===== src/rtl/mc_pkg.sv =====
// Shared types and encodings for the multicycle control unit and its ALU decoder.
// MC_CTRL_BRANCH_EXT_EN widens the legal branch funct3 set beyond beq.
package mc_pkg;

  localparam int unsigned STATE_W    = 4;
  localparam int unsigned OP_W       = 7;
  localparam int unsigned F3_W       = 3;
  localparam int unsigned FLAGS_W    = 4;
  localparam int unsigned ALU_CTRL_W = 3;
  localparam int unsigned SEL_W      = 2;

  typedef enum logic [STATE_W-1:0] {
    FETCH    = 4'd0,
    DECODE   = 4'd1,
    MEMADR   = 4'd2,
    MEMREAD  = 4'd3,
    MEMWB    = 4'd4,
    MEMWRITE = 4'd5,
    EXECUTER = 4'd6,
    EXECUTEI = 4'd7,
    JAL      = 4'd8,
    ALUWB    = 4'd9,
    BEQ      = 4'd10,
    TRAP     = 4'd11
  } state_t;

  typedef enum logic [1:0] {
    ALU_OP_ADD   = 2'b00,
    ALU_OP_SUB   = 2'b01,
    ALU_OP_FUNCT = 2'b10
  } alu_op_t;

  localparam logic [OP_W-1:0] OP_LW  = 7'b0000011;
  localparam logic [OP_W-1:0] OP_SW  = 7'b0100011;
  localparam logic [OP_W-1:0] OP_R   = 7'b0110011;
  localparam logic [OP_W-1:0] OP_I   = 7'b0010011;
  localparam logic [OP_W-1:0] OP_JAL = 7'b1101111;
  localparam logic [OP_W-1:0] OP_BR  = 7'b1100011;

  localparam logic [ALU_CTRL_W-1:0] ALU_ADD = 3'b000;
  localparam logic [ALU_CTRL_W-1:0] ALU_SUB = 3'b001;
  localparam logic [ALU_CTRL_W-1:0] ALU_AND = 3'b010;
  localparam logic [ALU_CTRL_W-1:0] ALU_OR  = 3'b011;
  localparam logic [ALU_CTRL_W-1:0] ALU_SLT = 3'b101;

  localparam logic [SEL_W-1:0] SRC_A_PC    = 2'b00;
  localparam logic [SEL_W-1:0] SRC_A_OLDPC = 2'b01;
  localparam logic [SEL_W-1:0] SRC_A_RS1   = 2'b10;
  localparam logic [SEL_W-1:0] SRC_B_RS2   = 2'b00;
  localparam logic [SEL_W-1:0] SRC_B_IMM   = 2'b01;
  localparam logic [SEL_W-1:0] SRC_B_FOUR  = 2'b10;
  localparam logic [SEL_W-1:0] RES_ALUOUT  = 2'b00;
  localparam logic [SEL_W-1:0] RES_MEMDATA = 2'b01;
  localparam logic [SEL_W-1:0] RES_ALU     = 2'b10;
  localparam logic [SEL_W-1:0] IMM_I       = 2'b00;
  localparam logic [SEL_W-1:0] IMM_S       = 2'b01;
  localparam logic [SEL_W-1:0] IMM_B       = 2'b10;
  localparam logic [SEL_W-1:0] IMM_J       = 2'b11;

  // Flag bit positions within {N,Z,C,V}
  localparam int unsigned FLAG_N = 3;
  localparam int unsigned FLAG_Z = 2;
  localparam int unsigned FLAG_C = 1;
  localparam int unsigned FLAG_V = 0;

  function automatic logic branch_legal(input logic [F3_W-1:0] f3);
`ifdef MC_CTRL_BRANCH_EXT_EN
    return (f3 != 3'b010) && (f3 != 3'b011);
`else
    return f3 == 3'b000;
`endif
  endfunction

endpackage


===== src/rtl/mc_control_unit_if.sv =====
// Control bus between the control unit (master) and the datapath (slave).
interface mc_control_unit_if;
  import mc_pkg::*;

  logic [OP_W-1:0]       op;
  logic [F3_W-1:0]       funct3;
  logic                  funct7b5;
  logic [FLAGS_W-1:0]    flags;
  logic [ALU_CTRL_W-1:0] alu_control;
  logic [SEL_W-1:0]      alu_src_a;
  logic [SEL_W-1:0]      alu_src_b;
  logic [SEL_W-1:0]      result_src;
  logic [SEL_W-1:0]      imm_src;
  logic                  adr_src;
  logic                  ir_write;
  logic                  pc_write;
  logic                  mem_write;
  logic                  reg_write;
  logic                  illegal_instr;
  logic [STATE_W-1:0]    state;

  modport master (
    input  op, funct3, funct7b5, flags,
    output alu_control, alu_src_a, alu_src_b, result_src, imm_src, adr_src,
           ir_write, pc_write, mem_write, reg_write, illegal_instr, state
  );

  modport slave (
    output op, funct3, funct7b5, flags,
    input  alu_control, alu_src_a, alu_src_b, result_src, imm_src, adr_src,
           ir_write, pc_write, mem_write, reg_write, illegal_instr, state
  );
endinterface


===== src/rtl/mc_alu_decoder.sv =====
// Maps alu_op plus instruction function bits to the ALU control code; flags unsupported funct3.
module mc_alu_decoder
  import mc_pkg::*;
(
  input  alu_op_t               alu_op,
  input  logic [F3_W-1:0]       funct3,
  input  logic                  op5,
  input  logic                  funct7b5,
  output logic [ALU_CTRL_W-1:0] alu_control,
  output logic                  funct_illegal
);

  always_comb begin
    alu_control   = ALU_ADD;
    funct_illegal = 1'b0;
    case (funct3)
      3'b000, 3'b010, 3'b110, 3'b111: funct_illegal = 1'b0;
      default:                        funct_illegal = 1'b1;
    endcase
    case (alu_op)
      ALU_OP_ADD: alu_control = ALU_ADD;
      ALU_OP_SUB: alu_control = ALU_SUB;
      ALU_OP_FUNCT: begin
        case (funct3)
          3'b000:  alu_control = (op5 & funct7b5) ? ALU_SUB : ALU_ADD;
          3'b010:  alu_control = ALU_SLT;
          3'b110:  alu_control = ALU_OR;
          3'b111:  alu_control = ALU_AND;
          default: alu_control = ALU_ADD;
        endcase
      end
      default: alu_control = ALU_ADD;
    endcase
  end

endmodule


===== src/rtl/mc_control_unit.sv =====
// Multicycle RV32I-subset control FSM driving datapath selects/strobes and the ALU control code.
// MC_CTRL_BRANCH_EXT_EN adds bne/blt/bge/bltu/bgeu resolution in the branch state.
module mc_control_unit
  import mc_pkg::*;
#(
  parameter bit ILLEGAL_TRAP = 1'b1
) (
  input logic                clk,
  input logic                reset,
  mc_control_unit_if.master  bus
);

  state_t  state_q;
  state_t  state_d;
  state_t  out_state;
  alu_op_t alu_op;
  logic    funct_illegal;
  logic    take;
  logic    pc_update;
  logic    branch;
  logic    ir_en;
  logic    mem_en;
  logic    reg_en;

  mc_alu_decoder u_alu_dec (
    .alu_op        (alu_op),
    .funct3        (bus.funct3),
    .op5           (bus.op[5]),
    .funct7b5      (bus.funct7b5),
    .alu_control   (bus.alu_control),
    .funct_illegal (funct_illegal)
  );

  always_ff @(posedge clk) begin
    if (reset) state_q <= FETCH;
    else       state_q <= state_d;
  end

  always_comb begin
    state_d = state_q;
    case (state_q)
      FETCH: state_d = DECODE;
      DECODE: begin
        case (bus.op)
          OP_LW, OP_SW: state_d = MEMADR;
          OP_R:         state_d = funct_illegal ? TRAP : EXECUTER;
          OP_I:         state_d = funct_illegal ? TRAP : EXECUTEI;
          OP_JAL:       state_d = JAL;
          OP_BR:        state_d = branch_legal(bus.funct3) ? BEQ : TRAP;
          default:      state_d = TRAP;
        endcase
      end
      MEMADR:   state_d = (bus.op == OP_SW) ? MEMWRITE : MEMREAD;
      MEMREAD:  state_d = MEMWB;
      MEMWB:    state_d = FETCH;
      MEMWRITE: state_d = FETCH;
      EXECUTER: state_d = ALUWB;
      EXECUTEI: state_d = ALUWB;
      JAL:      state_d = ALUWB;
      ALUWB:    state_d = FETCH;
      BEQ:      state_d = FETCH;
      TRAP:     state_d = ILLEGAL_TRAP ? TRAP : FETCH;
      default:  state_d = FETCH;
    endcase
  end

  // Branch condition from ALU flags of rs1 - rs2
  always_comb begin
    take = 1'b0;
`ifdef MC_CTRL_BRANCH_EXT_EN
    case (bus.funct3)
      3'b000:  take = bus.flags[FLAG_Z];
      3'b001:  take = ~bus.flags[FLAG_Z];
      3'b100:  take = bus.flags[FLAG_N] ^ bus.flags[FLAG_V];
      3'b101:  take = ~(bus.flags[FLAG_N] ^ bus.flags[FLAG_V]);
      3'b110:  take = ~bus.flags[FLAG_C];
      3'b111:  take = bus.flags[FLAG_C];
      default: take = 1'b0;
    endcase
`else
    take = bus.flags[FLAG_Z];
`endif
  end

  // Moore outputs; reset presents FETCH selects with every strobe suppressed
  always_comb begin
    out_state      = reset ? FETCH : state_q;
    alu_op         = ALU_OP_ADD;
    bus.alu_src_a  = SRC_A_PC;
    bus.alu_src_b  = SRC_B_RS2;
    bus.result_src = RES_ALUOUT;
    bus.imm_src    = IMM_I;
    bus.adr_src    = 1'b0;
    pc_update      = 1'b0;
    branch         = 1'b0;
    ir_en          = 1'b0;
    mem_en         = 1'b0;
    reg_en         = 1'b0;
    case (out_state)
      FETCH: begin
        ir_en = 1'b1; bus.alu_src_b = SRC_B_FOUR;
        bus.result_src = RES_ALU; pc_update = 1'b1;
      end
      DECODE: begin
        bus.alu_src_a = SRC_A_OLDPC; bus.alu_src_b = SRC_B_IMM; bus.imm_src = IMM_B;
      end
      MEMADR: begin
        bus.alu_src_a = SRC_A_RS1; bus.alu_src_b = SRC_B_IMM;
        bus.imm_src = (bus.op == OP_SW) ? IMM_S : IMM_I;
      end
      MEMREAD:  bus.adr_src = 1'b1;
      MEMWB: begin
        bus.result_src = RES_MEMDATA; reg_en = 1'b1;
      end
      MEMWRITE: begin
        bus.adr_src = 1'b1; mem_en = 1'b1;
      end
      EXECUTER: begin
        bus.alu_src_a = SRC_A_RS1; alu_op = ALU_OP_FUNCT;
      end
      EXECUTEI: begin
        bus.alu_src_a = SRC_A_RS1; bus.alu_src_b = SRC_B_IMM; alu_op = ALU_OP_FUNCT;
      end
      JAL: begin
        bus.alu_src_a = SRC_A_OLDPC; bus.alu_src_b = SRC_B_FOUR;
        pc_update = 1'b1; bus.imm_src = IMM_J;
      end
      ALUWB: reg_en = 1'b1;
      BEQ: begin
        bus.alu_src_a = SRC_A_RS1; alu_op = ALU_OP_SUB; branch = 1'b1;
      end
      default: ;
    endcase
    bus.ir_write      = ir_en & ~reset;
    bus.mem_write     = mem_en & ~reset;
    bus.reg_write     = reg_en & ~reset;
    bus.pc_write      = (pc_update | (branch & take)) & ~reset;
    bus.illegal_instr = (out_state == TRAP);
  end

  assign bus.state = state_q;

endmodule


===== src/flat_wrapper.sv =====
// flat-port wrapper written by rule: the top's interface ports become plain ports
module mc_control_unit_flat import mc_pkg::*;
#(
  parameter bit ILLEGAL_TRAP = 1'b1
)
  (clk, reset, bus_op, bus_funct3, bus_funct7b5, bus_flags, bus_alu_control, bus_alu_src_a, bus_alu_src_b, bus_result_src, bus_imm_src, bus_adr_src, bus_ir_write, bus_pc_write, bus_mem_write, bus_reg_write, bus_illegal_instr, bus_state);
  mc_control_unit_if bus_i ();
  input logic clk;
  input logic reset;
  input wire logic [$bits(bus_i.op)-1:0] bus_op;
  input wire logic [$bits(bus_i.funct3)-1:0] bus_funct3;
  input wire logic [$bits(bus_i.funct7b5)-1:0] bus_funct7b5;
  input wire logic [$bits(bus_i.flags)-1:0] bus_flags;
  output wire logic [$bits(bus_i.alu_control)-1:0] bus_alu_control;
  output wire logic [$bits(bus_i.alu_src_a)-1:0] bus_alu_src_a;
  output wire logic [$bits(bus_i.alu_src_b)-1:0] bus_alu_src_b;
  output wire logic [$bits(bus_i.result_src)-1:0] bus_result_src;
  output wire logic [$bits(bus_i.imm_src)-1:0] bus_imm_src;
  output wire logic [$bits(bus_i.adr_src)-1:0] bus_adr_src;
  output wire logic [$bits(bus_i.ir_write)-1:0] bus_ir_write;
  output wire logic [$bits(bus_i.pc_write)-1:0] bus_pc_write;
  output wire logic [$bits(bus_i.mem_write)-1:0] bus_mem_write;
  output wire logic [$bits(bus_i.reg_write)-1:0] bus_reg_write;
  output wire logic [$bits(bus_i.illegal_instr)-1:0] bus_illegal_instr;
  output wire logic [$bits(bus_i.state)-1:0] bus_state;
  assign bus_i.op = bus_op;
  assign bus_i.funct3 = bus_funct3;
  assign bus_i.funct7b5 = bus_funct7b5;
  assign bus_i.flags = bus_flags;
  assign bus_alu_control = bus_i.alu_control;
  assign bus_alu_src_a = bus_i.alu_src_a;
  assign bus_alu_src_b = bus_i.alu_src_b;
  assign bus_result_src = bus_i.result_src;
  assign bus_imm_src = bus_i.imm_src;
  assign bus_adr_src = bus_i.adr_src;
  assign bus_ir_write = bus_i.ir_write;
  assign bus_pc_write = bus_i.pc_write;
  assign bus_mem_write = bus_i.mem_write;
  assign bus_reg_write = bus_i.reg_write;
  assign bus_illegal_instr = bus_i.illegal_instr;
  assign bus_state = bus_i.state;
  mc_control_unit #(.ILLEGAL_TRAP(ILLEGAL_TRAP)) u_core (.clk(clk), .reset(reset), .bus(bus_i));
endmodule

===== config.mk =====
export PLATFORM = sky130hd
export DESIGN_NAME = mc_control_unit_flat
export DESIGN_NICKNAME = d
export VERILOG_FILES = /design/src/rtl/mc_pkg.sv /design/src/rtl/mc_control_unit_if.sv /design/src/rtl/mc_alu_decoder.sv /design/src/rtl/mc_control_unit.sv /design/src/flat_wrapper.sv
export SDC_FILE = /design/constraint.sdc
export NUM_CORES = 1
export LEC_CHECK = 0
export BUFFER_PORTS_ARGS = -buffer_cell sky130_fd_sc_hd__buf_2
export CORE_UTILIZATION = 40
export CTS_CLUSTER_SIZE = 40
export DETAILED_ROUTE_END_ITERATION = 6
export PLACE_DENSITY = 0.74
export REMOVE_ABC_BUFFERS = 1
export SKIP_CTS_REPAIR_TIMING = 1
export SLEW_MARGIN = 20
export SYNTH_ARGS = -nofsm -noshare
export SYNTH_HDL_FRONTEND = slang
export SYNTH_HIERARCHICAL = 1
export SYNTH_SLANG_ARGS = --single-unit

===== constraint.sdc =====
create_clock -name clk -period 5.19 [get_ports clk]
set_input_delay 1.038 -clock clk [delete_from_list [all_inputs] [get_ports clk]]
set_output_delay 1.038 -clock clk [all_outputs]
set_load 0.005 [all_outputs]

==> results.md <==
## Run status
• **status** finished clean

## Clock network
• **post-CTS clock slew at the launch and capture registers of the worst setup and hold paths** 0.04 ns
• **CTS tree** built
• **total clock buffers created by CTS** 3
• **cell chosen for the clock root** sky130_fd_sc_hd__clkbuf_4
• **H-tree lvl count** 1
• **# clock sinks** 4
• **Clock Latency Late Sink** 0.23 ns
• **maximum root-to-sink buffer count** 2

## Critical path
• **CP arrival** 2.57 ns
• **length in cells of the worst reg-to-reg path** 4
• **CP Cell Sequence** buf_2, inv_1, nand2_1, nor4b_1, inv_1, ha_1, and4b_1, buf_2
• **Worst Path Class, Setup** input port to output port
• **capturing element type of the critical path** output port
• **end of the worst register-to-register path** u_core/bus.state[3]
• **number of buffer and inverter stages on the critical path** 4
• **kind of start point of the critical path** input port
• **R2R setup slack** 3.60 ns
• **Worst Path Max Fanout** 7
• **longest individual stage delay on the worst path** 0.38 ns
• **top cell family by delay on the critical path** simple AND/OR/NAND/NOR gates
• **Worst R2R Start** u_core/bus.state[3]
• **Slowest cell on crit path** sky130_fd_sc_hd__nor4b_1
• **worst endpoint required time** 4.15 ns

## Pwr
• **overall power consumption** 324 µW
• **P_leak** 0.000404 µW
• **PD cells** 387 nW/µm²
• **Worst VDD drop** 0.261 mV

## Yosys
• **multiplexer share of the synthesized area** 1.51%
• **area share of the leading cell type in the synthesized netlist** 12.1%
• **adder-cell area share of the yosys netlist** 3.78%
• **primary flip-flop cell chosen by synthesis mapping** sky130_fd_sc_hd__dfxtp_1
• **async set-reset flop share out of synthesis** 0%
• **Yosys top cell by area** sky130_fd_sc_hd__dfxtp_1
• **sequential cell area fraction in the yosys report** 12.1%
• **XOR/XNOR Fraction of Synth Area** 3.97%
• **Gate Count Post-Synth** 93
• **number of storage elements in the synthesis netlist** 4
• **synthesized-area fraction occupied by ao, oa, aoi and oai cells** 22.5%
• **cells taking the most area after synthesis** sky130_fd_sc_hd__dfxtp_1 (12%), sky130_fd_sc_hd__nor3_1 (6.0%), sky130_fd_sc_hd__nand2_1 (5.7%)
• **number of unique standard cell types used by synthesis** 41
• **Synth Area per Inst** 7.12 µm²
• **largest family of logic cells by synthesized area** simple AND/OR/NAND/NOR gates
• **Post-synth EDFFs** 0
• **area share of and/or/nand/nor cells after synthesis** 45.9%
• **post-synthesis instance area** 662 µm²
• **Yosys warnings** 6

## STA
• **final hold vios** 0
• **Max Slew Vio Count** 0
• **slew at the pin closest to its max-slew limit** 0.621 ns
• **setup TNS** 0 ns
• **clock period minus worst slack** 3.61 ns
• **Final period util** 69.6%
• **unrepaired setup endpoints after global routing** false
• **hold slack** 0.804 ns
• **Max Freq** 0.277 GHz
• **Worst slew margin** 58.5%
• **final setup fails** 0
• **maximum clock skew at final layout** 0.000957 ns

## Floorplanning
• **full die area** 1820 µm²
• **number of top-level design ports** 38
• **Core ar.** 1520 µm²
• **initial core utilization** 43.4%
• **die outline height** 42.7 µm
• **die extent in x** 42.7 µm
• **placement row count** 14

## Route
• **via count** 787
• **# DRC** 0
• **detailed-route vias per instance** 5.62
• **number of search-and-repair iterations in the first detailed-routing pass** 4
• **average routed wire per standard cell** 11.8 µm
• **overall routed net length** 1660 µm
• **number of antenna-violating nets in the routed design** 0
• **Iteration-0 DRC Markers** 29

## Hold path
• **classification of the worst-slack hold path** flop to flop
• **hold-critical path endpoint** u_core/bus.state[2]
• **launch point of the worst hold path** u_core/bus.state[1]
• **instance count along the most critical hold path** 3

## Global route
• **vias in the first global route** 686
• **pin count of the biggest net entering global routing** 19
• **wire length of the first global-routing pass** 2750 µm
• **remaining global-route overflow** 0
• **overall fraction of global-route tracks in use** 18.9%
• **number of antenna violations at the first check in global routing** 0

## Place
• **post-placement cell count** 137
• **routability congestion estimate from global placement** 0.820
• **count of input and output buffers** 34
• **DPL Wire Length** 1340 µm

## Layout
• **leading cell type in the layout, fill and taps excluded** sky130_fd_sc_hd__buf_2
• **fraction of layout instances using a drive strength above 1** 33.9%
• **count of non-filler cells in the finished layout** 140
• **most frequent cells in the layout** sky130_fd_sc_hd__buf_2 (34), sky130_fd_sc_hd__nand2_1 (10), sky130_fd_sc_hd__inv_1 (8), sky130_fd_sc_hd__nor3_1 (8), sky130_fd_sc_hd__nor2_1 (8)
• **total inserted antenna cells** 0
• **Area growth, synth to finish** 26.5%
• **fin util** 54.9%
• **number of nets in the final layout** 145
• **number of flip-flops under the largest register name** 4

## Job
• **Max-cap violations** 0

[worst max path at each step]
stage	slack, ns	cells past startpoint	start	to
finish	1.58	8	reset	bus_alu_control[2]
global route	1.38	8	reset	bus_alu_control[2]
CTS	1.57	8	reset	bus_alu_control[2]
detailed placement	1.56	8	reset	bus_alu_control[2]
global placement	1.61	8	reset	bus_alu_control[2]
floorplan	1.95	6	reset	bus_alu_control[2]
[power breakdown]
group	leakage (µW)	total, µW	switching [µW]	internal (µW)
Combinational	0.000358	196	98.7	97.7
Clock	0.0000138	37.0	11.2	25.8
Sequential	0.0000330	90.9	47.8	43.1
[cell usage after synthesis (2+ instances only)]
| cell | instances |
|---|---|
| sky130_fd_sc_hd__nand2_1 | 10 |
| sky130_fd_sc_hd__inv_1 | 8 |
| sky130_fd_sc_hd__nor2_1 | 8 |
| sky130_fd_sc_hd__nor3_1 | 8 |
| sky130_fd_sc_hd__a21oi_1 | 5 |
| sky130_fd_sc_hd__a211oi_1 | 4 |
| sky130_fd_sc_hd__dfxtp_1 | 4 |
| sky130_fd_sc_hd__buf_2 | 3 |
| sky130_fd_sc_hd__a221oi_2 | 2 |
| sky130_fd_sc_hd__and3_1 | 2 |
| sky130_fd_sc_hd__ha_1 | 2 |
| sky130_fd_sc_hd__nand2b_1 | 2 |
| sky130_fd_sc_hd__nand3b_1 | 2 |
| sky130_fd_sc_hd__nand4_1 | 2 |
| sky130_fd_sc_hd__nor2b_1 | 2 |
| sky130_fd_sc_hd__nor4_1 | 2 |
| sky130_fd_sc_hd__o31ai_1 | 2 |
| sky130_fd_sc_hd__xnor2_1 | 2 |
[through the flow]
stage | worst slack (ns) | instance area [µm²]
after floorplan | 1.95 | 624
after global placement | 1.61 | 815
after detailed placement | 1.56 | 815
after CTS | 1.57 | 837
after global routing | 1.38 | 837
final | 1.58 | 837
[routing by layer]
| layer | track usage, % | vias to the layer above | wire [µm] |
|---|---|---|---|
| met5 | 0 | - | 0 |
| met4 | 4.38 | 0 | 0 |
| met3 | 2.98 | 0 | 114 |
| met1 | 22.1 | 351 | 688 |
| met2 | 35.2 | 36 | 851 |
| li1 | - | 400 | - |
[cell families after synthesis]
group,Yosys count
AO/OA/AOI/OAI,20
flip-flops,4
AND/OR/NAND/NOR,49
multiplexers,1
adder cells (fa/ha/maj),2
buffers and inverters,14
XOR/XNOR,3
[cell type report]
class                           instances  area [µm²]
Inverter                                8        30.0
Sequential cell                         4        80.1
Multi-Input combinational cell         75         514
Fill cell                             149         687
Timing Repair Buffer                   34         170
Clock buffer                            3        22.5
Tap cell                               16        20.0
[tightest hold or removal path, stage by stage (launching register included)]
cell and delay (ns):
sky130_fd_sc_hd__dfxtp_1 0.43, sky130_fd_sc_hd__inv_1 0.15, sky130_fd_sc_hd__a21o_1 0.10, sky130_fd_sc_hd__a21oi_1 0.06
(Power assumes the default switching activity.)
